File: config.mk
export PLATFORM = sky130hd
export DESIGN_NAME = pc_fetch_unit
export DESIGN_NICKNAME = d
export VERILOG_FILES = /design/src/rtl/cpu_pkg.sv /design/src/rtl/pc_target_adder.sv /design/src/rtl/pc_fetch_unit.sv
export SDC_FILE = /design/constraint.sdc
export NUM_CORES = 1
export LEC_CHECK = 0
export ABC_AREA = 1
export CAP_MARGIN = 20
export CORE_UTILIZATION = 30
export DETAILED_ROUTE_END_ITERATION = 10
export GPL_TIMING_DRIVEN = 1
export SLEW_MARGIN = 20
export SYNTH_ARGS = -nofsm -noshare
export SYNTH_HDL_FRONTEND = slang
export SYNTH_SLANG_ARGS = --single-unit
File: constraint.sdc
create_clock -name CLK -period 7.3 [get_ports CLK]
set_input_delay 1.46 -clock CLK [delete_from_list [all_inputs] [get_ports CLK]]
set_output_delay 1.46 -clock CLK [all_outputs]
set_load 0.01 [all_outputs]
File: src/rtl/cpu_pkg.sv
// Shared definitions for the fetch/PC stage of the 8-bit single-cycle CPU:
// FSM encoding, PC step constants and instruction field positions.
package cpu_pkg;

    typedef enum logic [1:0] {
        IDLE  = 2'd0,
        FETCH = 2'd1,
        EXEC  = 2'd2
    } fetch_state_e;

    localparam int unsigned PC_INCREMENT = 4;
    localparam int unsigned OFFSET_SHIFT = 2;

    localparam int unsigned OFFSET_MSB   = 23;
    localparam int unsigned OFFSET_LSB   = 16;
    localparam int unsigned OFFSET_WIDTH = OFFSET_MSB - OFFSET_LSB + 1;

endpackage

File: src/rtl/pc_target_adder.sv
// Combinational next-PC logic: sequential PC, branch/jump target and the
// selected next PC. All arithmetic wraps modulo 2^PC_WIDTH.
module pc_target_adder
    import cpu_pkg::*;
#(
    parameter int unsigned PC_WIDTH = 32
) (
    input  logic [PC_WIDTH-1:0]     i_pc,
    input  logic [OFFSET_WIDTH-1:0] i_offset,
    input  logic                    i_branch,
    input  logic                    i_branch_ne,
    input  logic                    i_jump,
    input  logic                    i_zero,
    output logic [PC_WIDTH-1:0]     o_pc4,
    output logic [PC_WIDTH-1:0]     o_target,
    output logic [PC_WIDTH-1:0]     o_next_pc
);

    logic [PC_WIDTH-1:0] w_offset_words;
    logic                w_take;

    always_comb begin
        // Offset counts words, so sign-extend then scale to bytes
        w_offset_words = {{(PC_WIDTH - OFFSET_WIDTH){i_offset[OFFSET_WIDTH-1]}}, i_offset}
                         << OFFSET_SHIFT;
        o_pc4          = i_pc + PC_WIDTH'(PC_INCREMENT);
        o_target       = o_pc4 + w_offset_words;
        w_take         = i_jump | (i_branch & i_zero) | (i_branch_ne & ~i_zero);
        o_next_pc      = w_take ? o_target : o_pc4;
    end

endmodule

File: src/rtl/pc_fetch_unit.sv
// Program counter and instruction-fetch stage: IDLE -> FETCH -> EXEC loop with a
// busywait instruction-memory handshake and a data-memory stall held in EXEC.
module pc_fetch_unit
    import cpu_pkg::*;
#(
    parameter int unsigned         PC_WIDTH    = 32,
    parameter logic [PC_WIDTH-1:0] RESET_PC    = '0,
    parameter int unsigned         COUNT_WIDTH = 16
) (
    input  logic                    CLK,
    input  logic                    RESET,
    input  logic                    BRANCH,
    input  logic                    BRANCH_NE,
    input  logic                    JUMP,
    input  logic                    ZERO,
    input  logic [OFFSET_WIDTH-1:0] OFFSET,
    input  logic                    STALL,
    output logic                    IMEM_READ,
    output logic [PC_WIDTH-1:0]     IMEM_ADDRESS,
    input  logic [31:0]             IMEM_READDATA,
    input  logic                    IMEM_BUSYWAIT,
    output logic [31:0]             INSTRUCTION,
    output logic                    INSTR_VALID,
    output logic [PC_WIDTH-1:0]     PC,
    output logic [COUNT_WIDTH-1:0]  INSTR_COUNT
);

    fetch_state_e           r_state, w_state_next;
    logic [PC_WIDTH-1:0]    r_pc, w_pc_next;
    logic [31:0]            r_instr, w_instr_next;
    logic                   r_valid, w_valid_next;
    logic [COUNT_WIDTH-1:0] r_count, w_count_next;
    logic                   w_imem_read;

    logic [PC_WIDTH-1:0]    w_pc4, w_target, w_next_pc;

    pc_target_adder #(
        .PC_WIDTH (PC_WIDTH)
    ) u_target_adder (
        .i_pc        (r_pc),
        .i_offset    (OFFSET),
        .i_branch    (BRANCH),
        .i_branch_ne (BRANCH_NE),
        .i_jump      (JUMP),
        .i_zero      (ZERO),
        .o_pc4       (w_pc4),
        .o_target    (w_target),
        .o_next_pc   (w_next_pc)
    );

    always_comb begin
        w_state_next = r_state;
        w_pc_next    = r_pc;
        w_instr_next = r_instr;
        w_valid_next = r_valid;
        w_count_next = r_count;
        w_imem_read  = 1'b0;
        case (r_state)
            IDLE: w_state_next = FETCH;
            FETCH: begin
                w_imem_read = 1'b1;
                if (!IMEM_BUSYWAIT) begin
                    w_instr_next = IMEM_READDATA;
                    w_valid_next = 1'b1;
                    w_state_next = EXEC;
                end
            end
            EXEC: begin
                // Branch controls only matter on this committing edge
                if (!STALL) begin
                    w_pc_next    = w_next_pc;
                    w_count_next = r_count + COUNT_WIDTH'(1);
                    w_valid_next = 1'b0;
                    w_state_next = FETCH;
                end
            end
            default: w_state_next = IDLE;
        endcase
    end

    always_ff @(posedge CLK) begin
        if (RESET) begin
            r_state <= IDLE;
            r_pc    <= RESET_PC;
            r_instr <= '0;
            r_valid <= 1'b0;
            r_count <= '0;
        end else begin
            r_state <= w_state_next;
            r_pc    <= w_pc_next;
            r_instr <= w_instr_next;
            r_valid <= w_valid_next;
            r_count <= w_count_next;
        end
    end

    assign IMEM_READ    = w_imem_read;
    assign IMEM_ADDRESS = r_pc;
    assign INSTRUCTION  = r_instr;
    assign INSTR_VALID  = r_valid;
    assign PC           = r_pc;
    assign INSTR_COUNT  = r_count;

    a_next_pc_source: assert property (@(posedge CLK) disable iff (RESET)
        (w_next_pc == w_pc4) || (w_next_pc == w_target));
    a_pc_aligned: assert property (@(posedge CLK) disable iff (RESET)
        r_pc[1:0] == RESET_PC[1:0]);

endmodule

==> flow_metrics.py, run 1 <==
metrics = {
    "final_layout": {
        "regArea_sq_mm": 0.00162,
        "drive_gt1_share_pct": 5.69,
        "final_cell_mix": "nand2_1, clkdlybuf4s50_1, inv_1, nand3_1, a21oi_1",
        "syn2layout_area_growth_pct": 29.0,
        "multi_input_area_sq_mm": 0.00415,
        "fin_nets": 1294,
        "n_antenna_cell": 0,
        "nFillCells": 2414,
        "mostFrequentLayoutCell": "nand2_1",
    },
    "min_path": {
        "hold_end": "INSTRUCTION[30]",
        "holdPathStages": 2,
        "hold_class": "reg2reg",
        "hp-start": "INSTRUCTION[30]",
    },
    "die": {
        "core_sq_mm": 0.0219,
        "dieArea_sq_mm": 0.0229,
        "die-width_um": 151,
        "num_rows": 54,
        "io_pins": 162,
        "die_height_um": 151,
        "start_util_pct": 30.6,
    },
    "worst_setup_path": {
        "worstSetupStartpointType": "primary input",
        "critPathMaxFanout": 43,
        "cp_data_required_time_ns": 7.53,
        "crit-reg2reg-launch": "IMEM_ADDRESS[8]",
        "rr_endpoint": "IMEM_ADDRESS[29]",
        "cp_data_arrival_time_ns": 3.89,
        "timing_worst_setup_path_type": "in2reg",
        "rrSetupSlack_ns": 4.02,
        "end_kind": "register",
        "reg2reg_depth": 19,
    },
    "timing": {
        "drv_slew": 0,
        "setup_viol": 0,
        "layout_worst_path_cycle_share_pct": 50.1,
        "finalClockSkew_ns": 0.00752,
        "tightest_slew_ns": 0.980,
        "period_minus_slack_ns": 3.66,
        "timing.final.ws_setup_ns": 3.64,
        "hold_viol_final": 0,
        "rsz0062_at_grt": "false",
        "relSlewSlack_pct": 34.6,
        "holdWs_ns": 0.460,
        "setup-tns-final_ns": 0,
        "max_freq_ghz": 0.274,
    },
    "placed_design": {
        "place_ws_ns": 3.30,
        "gp_congestion": 0.895,
        "hpwlAfterDp_um": 17000,
        "io_buffers": 157,
    },
    "synthesis": {
        "synth_seq_cells": 81,
        "synth-edff-count": 0,
        "synthArstFlopShare_pct": 0,
        "syn_avg_cell_area_sq_um": 6.12,
        "ys_warn_count": 0,
        "yosys_most_used_dff": "dfxtp_1",
        "synth_cells": 1094,
        "ys_types": 48,
        "syn_area_sq_mm": 0.00670,
        "ys_seq_area_share_pct": 24.2,
    },
    "grt": {
        "grt_pass1_wl_um": 34600,
        "grt_max_degree": 51,
        "overflow": 0,
        "grt_use_total_pct": 19.5,
        "antenna_found_initial": 0,
        "grt_pass1_vias": 6698,
    },
    "detailed_routing": {
        "drc_errors": 0,
        "vias_per_cell": 4.87,
        "ant_nets": 0,
        "routed_wl_um": 22100,
        "initialDrtViolationCount": 546,
        "wire_per_inst_um": 14.8,
        "drtPass1Iterations": 8,
        "vias": 7268,
    },
    "power": {
        "cellLeakagePower_nw": 3.98,
        "p_per_area_mw_per_mm2": 141,
        "vdd_drop_max_uv": 115,
    },
    "clocking": {
        "cts_hold_buffers": 0,
        "h-tree-depth": 3,
        "cts_resized": 0,
        "clkSinkCount": 81,
        "post_cts_buffers": 0,
        "clk_latency_ns": 0.34,
        "cts_tree": "done",
        "numCtsBuffers": 9,
        "cts.path.max_buffers": 2,
        "cts_root_buf": "clkbuf_16",
        "clk_pin_slew_ns": 0.07,
    },
    "flow_run": {
        "max_cap_viol_count": 0,
    },
    "outcome": {
        "outcome": "completed",
    },
}
==> through the flow <==
step	area [sq um]	std cells	utilization (%)	total power [W]
2_1_floorplan	6710	1097	-	0.000615
3_3_place_gp	8300	1476	37.9	0.000715
3_5_place_dp	8300	1476	37.9	0.000716
4_1_cts	8640	1492	39.5	0.00123
5_1_grt	8640	1492	39.5	0.00127
6_report	8640	1492	39.5	0.00122
==> how the worst max path moves through the flow <==
stage	slack, ns	depth (start not counted)	endpoint	start
floorplan	4.34	10	IMEM_ADDRESS[18]	OFFSET[0]
global placement	3.33	10	INSTR_COUNT[13]	STALL
detailed placement	3.30	10	INSTR_COUNT[13]	STALL
CTS	3.65	10	INSTR_COUNT[13]	STALL
global route	3.37	10	INSTR_COUNT[15]	STALL
finish	3.64	10	INSTR_COUNT[13]	STALL
==> synth_stat cells, types with 8 or more instances <==
cell | n | share of area, %
nand2_1 | 333 | 19
inv_1 | 146 | 8.2
nand3_1 | 102 | 7.6
a21oi_1 | 96 | 7.2
dfxtp_1 | 81 | 24
nor2_1 | 70 | 3.9
ha_1 | 38 | 7.1
buf_4 | 34 | 3.8
o21ai_0 | 30 | 2.2
clkbuf_1 | 27 | 1.5
xor2_1 | 15 | 2.0
nand4_1 | 12 | 1.1
xnor2_1 | 10 | 1.3
nand2_2 | 8 | 0.75
nor2_2 | 8 | 0.75
nor3_1 | 8 | 0.60
==> worst max-delay path, stage by stage <==
cell	delay, ns
clkdlybuf4s50_1	0.42
nand3b_4	0.38
inv_2	0.65
nand4_2	0.21
nor2_2	0.20
nand3_2	0.12
nor2_1	0.15
nand2_1	0.07
nand2_1	0.05
o21ba_2	0.17
==> sequential cells by signal, summed over array words and instances (netlist names) <==
| name | cells |
|---|---|
| INSTRUCTION | 32 |
| IMEM_ADDRESS | 30 |
| INSTR_COUNT | 16 |
| r_state | 2 |
| INSTR_VALID | 1 |
==> metal layers <==
metal / up-vias / global-route usage, % / part of all wire [%]
met3: 27 / 5.09 / 8.3
met1: 3286 / 25.0 / 44
li1: 3680 / - / -
met4: 0 / 5.50 / 2.1
met5: - / 0 / 0
met2: 275 / 31.8 / 46
==> final cells by class <==
type                            count  share of cell area, %
Clock buffer                        9                   2.61
Clock inverter                      7                   1.26
Inverter                          153                   6.66
Multi-Input combinational cell    799                   48.0
Sequential cell                    81                   18.8
Tap cell                          280                   4.06
Timing Repair Buffer              163                   18.7
==> cell families after synthesis <==
family / after synthesis / synth area share (%)
xor+xnor: 26 / 3.51
other cells: 1 / 0.0560
simple gates: 573 / 37.9
compound gates: 157 / 12.8
flops: 81 / 24.2
fa+ha+maj: 39 / 7.40
buf+inv: 217 / 14.1
==> power by group <==
part / leakage (nW) / switching [W] / internal, W
combinational: 3.16 / 0.000135 / 0.000101
clock: 0.164 / 0.000205 / 0.000308
sequential: 0.657 / 0.0000145 / 0.000456
No activity file was read; power rests on OpenSTA's default activity.
==> run 2: changes to the inputs <==
==> constraint.sdc (replaced) <==
create_clock -name CLK -period 3 [get_ports CLK]
set_input_delay 0.6 -clock CLK [delete_from_list [all_inputs] [get_ports CLK]]
set_output_delay 0.6 -clock CLK [all_outputs]
set_load 0.01 [all_outputs]
==> flow_metrics.py, run 2 (synthesis gave the netlist of run 1 again) <==
metrics = {
    "final_layout": {
        "largest_register_ff_count": 32,
        "design_area_sq_mm": 0.00943,
        "mostFrequentLayoutCell": "nand2_1",
        "nFillCells": 2330,
        "syn2layout_area_growth_pct": 40.8,
        "regArea_sq_mm": 0.00164,
        "final_cell_mix": "nand2_1, clkdlybuf4s50_1, inv_1, nand3_1, a21oi_1",
        "drive_gt1_share_pct": 15.0,
        "fin_nets": 1364,
        "multi_input_area_sq_mm": 0.00438,
        "n_antenna_cell": 0,
    },
    "clocking": {
        "cts_hold_buffers": 0,
        "clkSinkCount": 81,
        "h-tree-depth": 3,
        "numCtsBuffers": 9,
        "clk_pin_slew_ns": 0.07,
        "cts_tree": "done",
        "clk_latency_ns": 0.35,
        "cts_root_buf": "clkbuf_16",
        "cts.path.max_buffers": 2,
    },
    "detailed_routing": {
        "wire_per_inst_um": 15.0,
        "routed_wl_um": 23400,
        "initialDrtViolationCount": 493,
        "ant_nets": 0,
        "vias": 7539,
        "drc_errors": 0,
        "drtPass1Iterations": 5,
        "vias_per_cell": 4.83,
    },
    "grt": {
        "grt_max_degree": 50,
        "overflow": 0,
        "grt_pass1_vias": 6974,
        "antenna_found_initial": 0,
        "grt_pass1_wl_um": 36300,
        "grt_use_total_pct": 20.6,
    },
    "worst_setup_path": {
        "crit-reg2reg-launch": "IMEM_ADDRESS[7]",
        "end_kind": "register",
        "cp_data_arrival_time_ns": 3.12,
        "rrSetupSlack_ns": 0.16,
        "critical_path.top_delay_family": "simple AND/OR/NAND/NOR gates",
        "max_stage_delay_ns": 0.34,
        "critPathMaxFanout": 5,
        "worstSetupStartpointType": "register",
        "reg2reg_depth": 18,
        "worstPathCellList": "buf_4 > nand2_1 > inv_2 > nand4_4 > nor2_4 > nand3_1 > nand2_2 > inv_1 > ha_1 > buf_4 > nand2_1 > nor2_2 > nand2_1 > nor4_1 > nand2_1 > nand3_1 > nand3_2 > a21oi_1",
        "timing.critical_path.mode_cell": "nand2_1",
        "crit_path_top_delay_cell": "ha_1",
        "timing_worst_setup_path_type": "reg2reg",
        "cp_data_required_time_ns": 3.28,
        "critPathBufInv": 4,
        "rr_endpoint": "IMEM_ADDRESS[28]",
    },
    "timing": {
        "finalClockSkew_ns": 0.00739,
        "max_freq_ghz": 0.352,
        "layout_worst_path_cycle_share_pct": 94.7,
        "timing.final.ws_setup_ns": 0.159,
        "setup-tns-final_ns": 0,
        "period_minus_slack_ns": 2.84,
        "hold_viol_final": 0,
        "drv_slew": 0,
        "tightest_slew_ns": 0.957,
        "relSlewSlack_pct": 36.1,
        "setup_viol": 0,
        "rsz0062_at_grt": "true",
    },
    "min_path": {
        "holdPathStages": 2,
        "hold_class": "reg2reg",
        "hp-start": "INSTRUCTION[18]",
        "hold_end": "INSTRUCTION[18]",
    },
    "placed_design": {
        "placed_area_sq_mm": 0.00886,
        "place_ws_ns": -0.0972,
        "hpwlAfterDp_um": 18100,
        "io_buffers": 157,
        "gp_congestion": 0.989,
    },
    "die": {
        "core_sq_mm": 0.0219,
        "die_height_um": 151,
        "num_rows": 54,
        "start_util_pct": 30.6,
        "dieArea_sq_mm": 0.0229,
        "die-width_um": 151,
        "io_pins": 162,
    },
    "flow_run": {
        "max_cap_viol_count": 0,
    },
    "outcome": {
        "outcome": "completed",
    },
    "power": {
        "cellLeakagePower_nw": 4.37,
        "vdd_drop_max_uv": 267,
        "p_per_area_mw_per_mm2": 316,
    },
}
run 2: changes by cell type in the layout (fill, tap and decap cells not counted), moves of 7 or more:
cell / change
nor2_1: -13
ha_1: -7
nand2_1: -8
nand2_2: +8
dfxtp_2: +8
dfxtp_1: -11
buf_4: +67
nor2_2: +8
run 2: worst max-delay path by stage:
stage                             endpoint  depth (start not counted)            start
after floorplan           IMEM_ADDRESS[18]                         15  IMEM_ADDRESS[2]
after global placement    IMEM_ADDRESS[24]                         11        OFFSET[7]
after detailed placement  IMEM_ADDRESS[28]                         19  IMEM_ADDRESS[3]
after CTS                 IMEM_ADDRESS[28]                         17  IMEM_ADDRESS[8]
after global routing      IMEM_ADDRESS[28]                         18  IMEM_ADDRESS[7]
final                     IMEM_ADDRESS[28]                         18  IMEM_ADDRESS[7]
run 2: power by group:
group / internal (W) / switching [W] / total, W
clock network: 0.000663 / 0.000512 / 0.00118
registers: 0.00111 / 0.0000266 / 0.00113
logic: 0.000299 / 0.000368 / 0.000667
run 2: worst reg2reg max path, cell delays in order, from the launching register on:
cell and delay (ns):
dfxtp_1 0.33, buf_4 0.15, nand2_1 0.11, inv_2 0.10, nand4_4 0.17, nor2_4 0.18
nand3_1 0.13, nand2_2 0.12, inv_1 0.05, ha_1 0.34, buf_4 0.14, nand2_1 0.08
nor2_2 0.11, nand2_1 0.10, nor4_1 0.17, nand2_1 0.11, nand3_1 0.10, nand3_2 0.12
a21oi_1 0.16
run 2: stage by stage:
step	util, %	cells	hold slack, ns	power [W]
2_1_floorplan	-	1097	0.486	0.00150
3_5_place_dp	40.5	1545	0.453	0.00180
5_1_grt	43.1	1562	0.475	0.00311
4_1_cts	41.9	1561	0.463	0.00297
3_3_place_gp	40.5	1545	0.446	0.00180
6_report	43.1	1562	0.460	0.00298
run 2: cell type report:
class                      instances  area share [%]
multi-input combinational        799            46.4
timing repair buffer             233            23.1
sequential                        81            17.4
inverter                         153            6.10
tap                              280            3.72
clock buffer                       9            2.39
clock inverter                     7           0.889
run 2: repair_timing:
item                       4_1_cts  5_1_grt
gates resized for setup          3       65
cloned                           0        0
setup buffers                    0        1
hold endpoints to repair         0        0
setup endpoints to repair        3       20
pin swaps                        0        6
run 2: per-layer routing:
metal | global-route usage [%] | part of all wire, % | vias up
met3 | 4.37 | 7.8 | 39
met2 | 32.5 | 46 | 281
met1 | 27.5 | 44 | 3398
met4 | 7.25 | 2.7 | 0
li1 | - | - | 3821
met5 | 0 | 0 | -
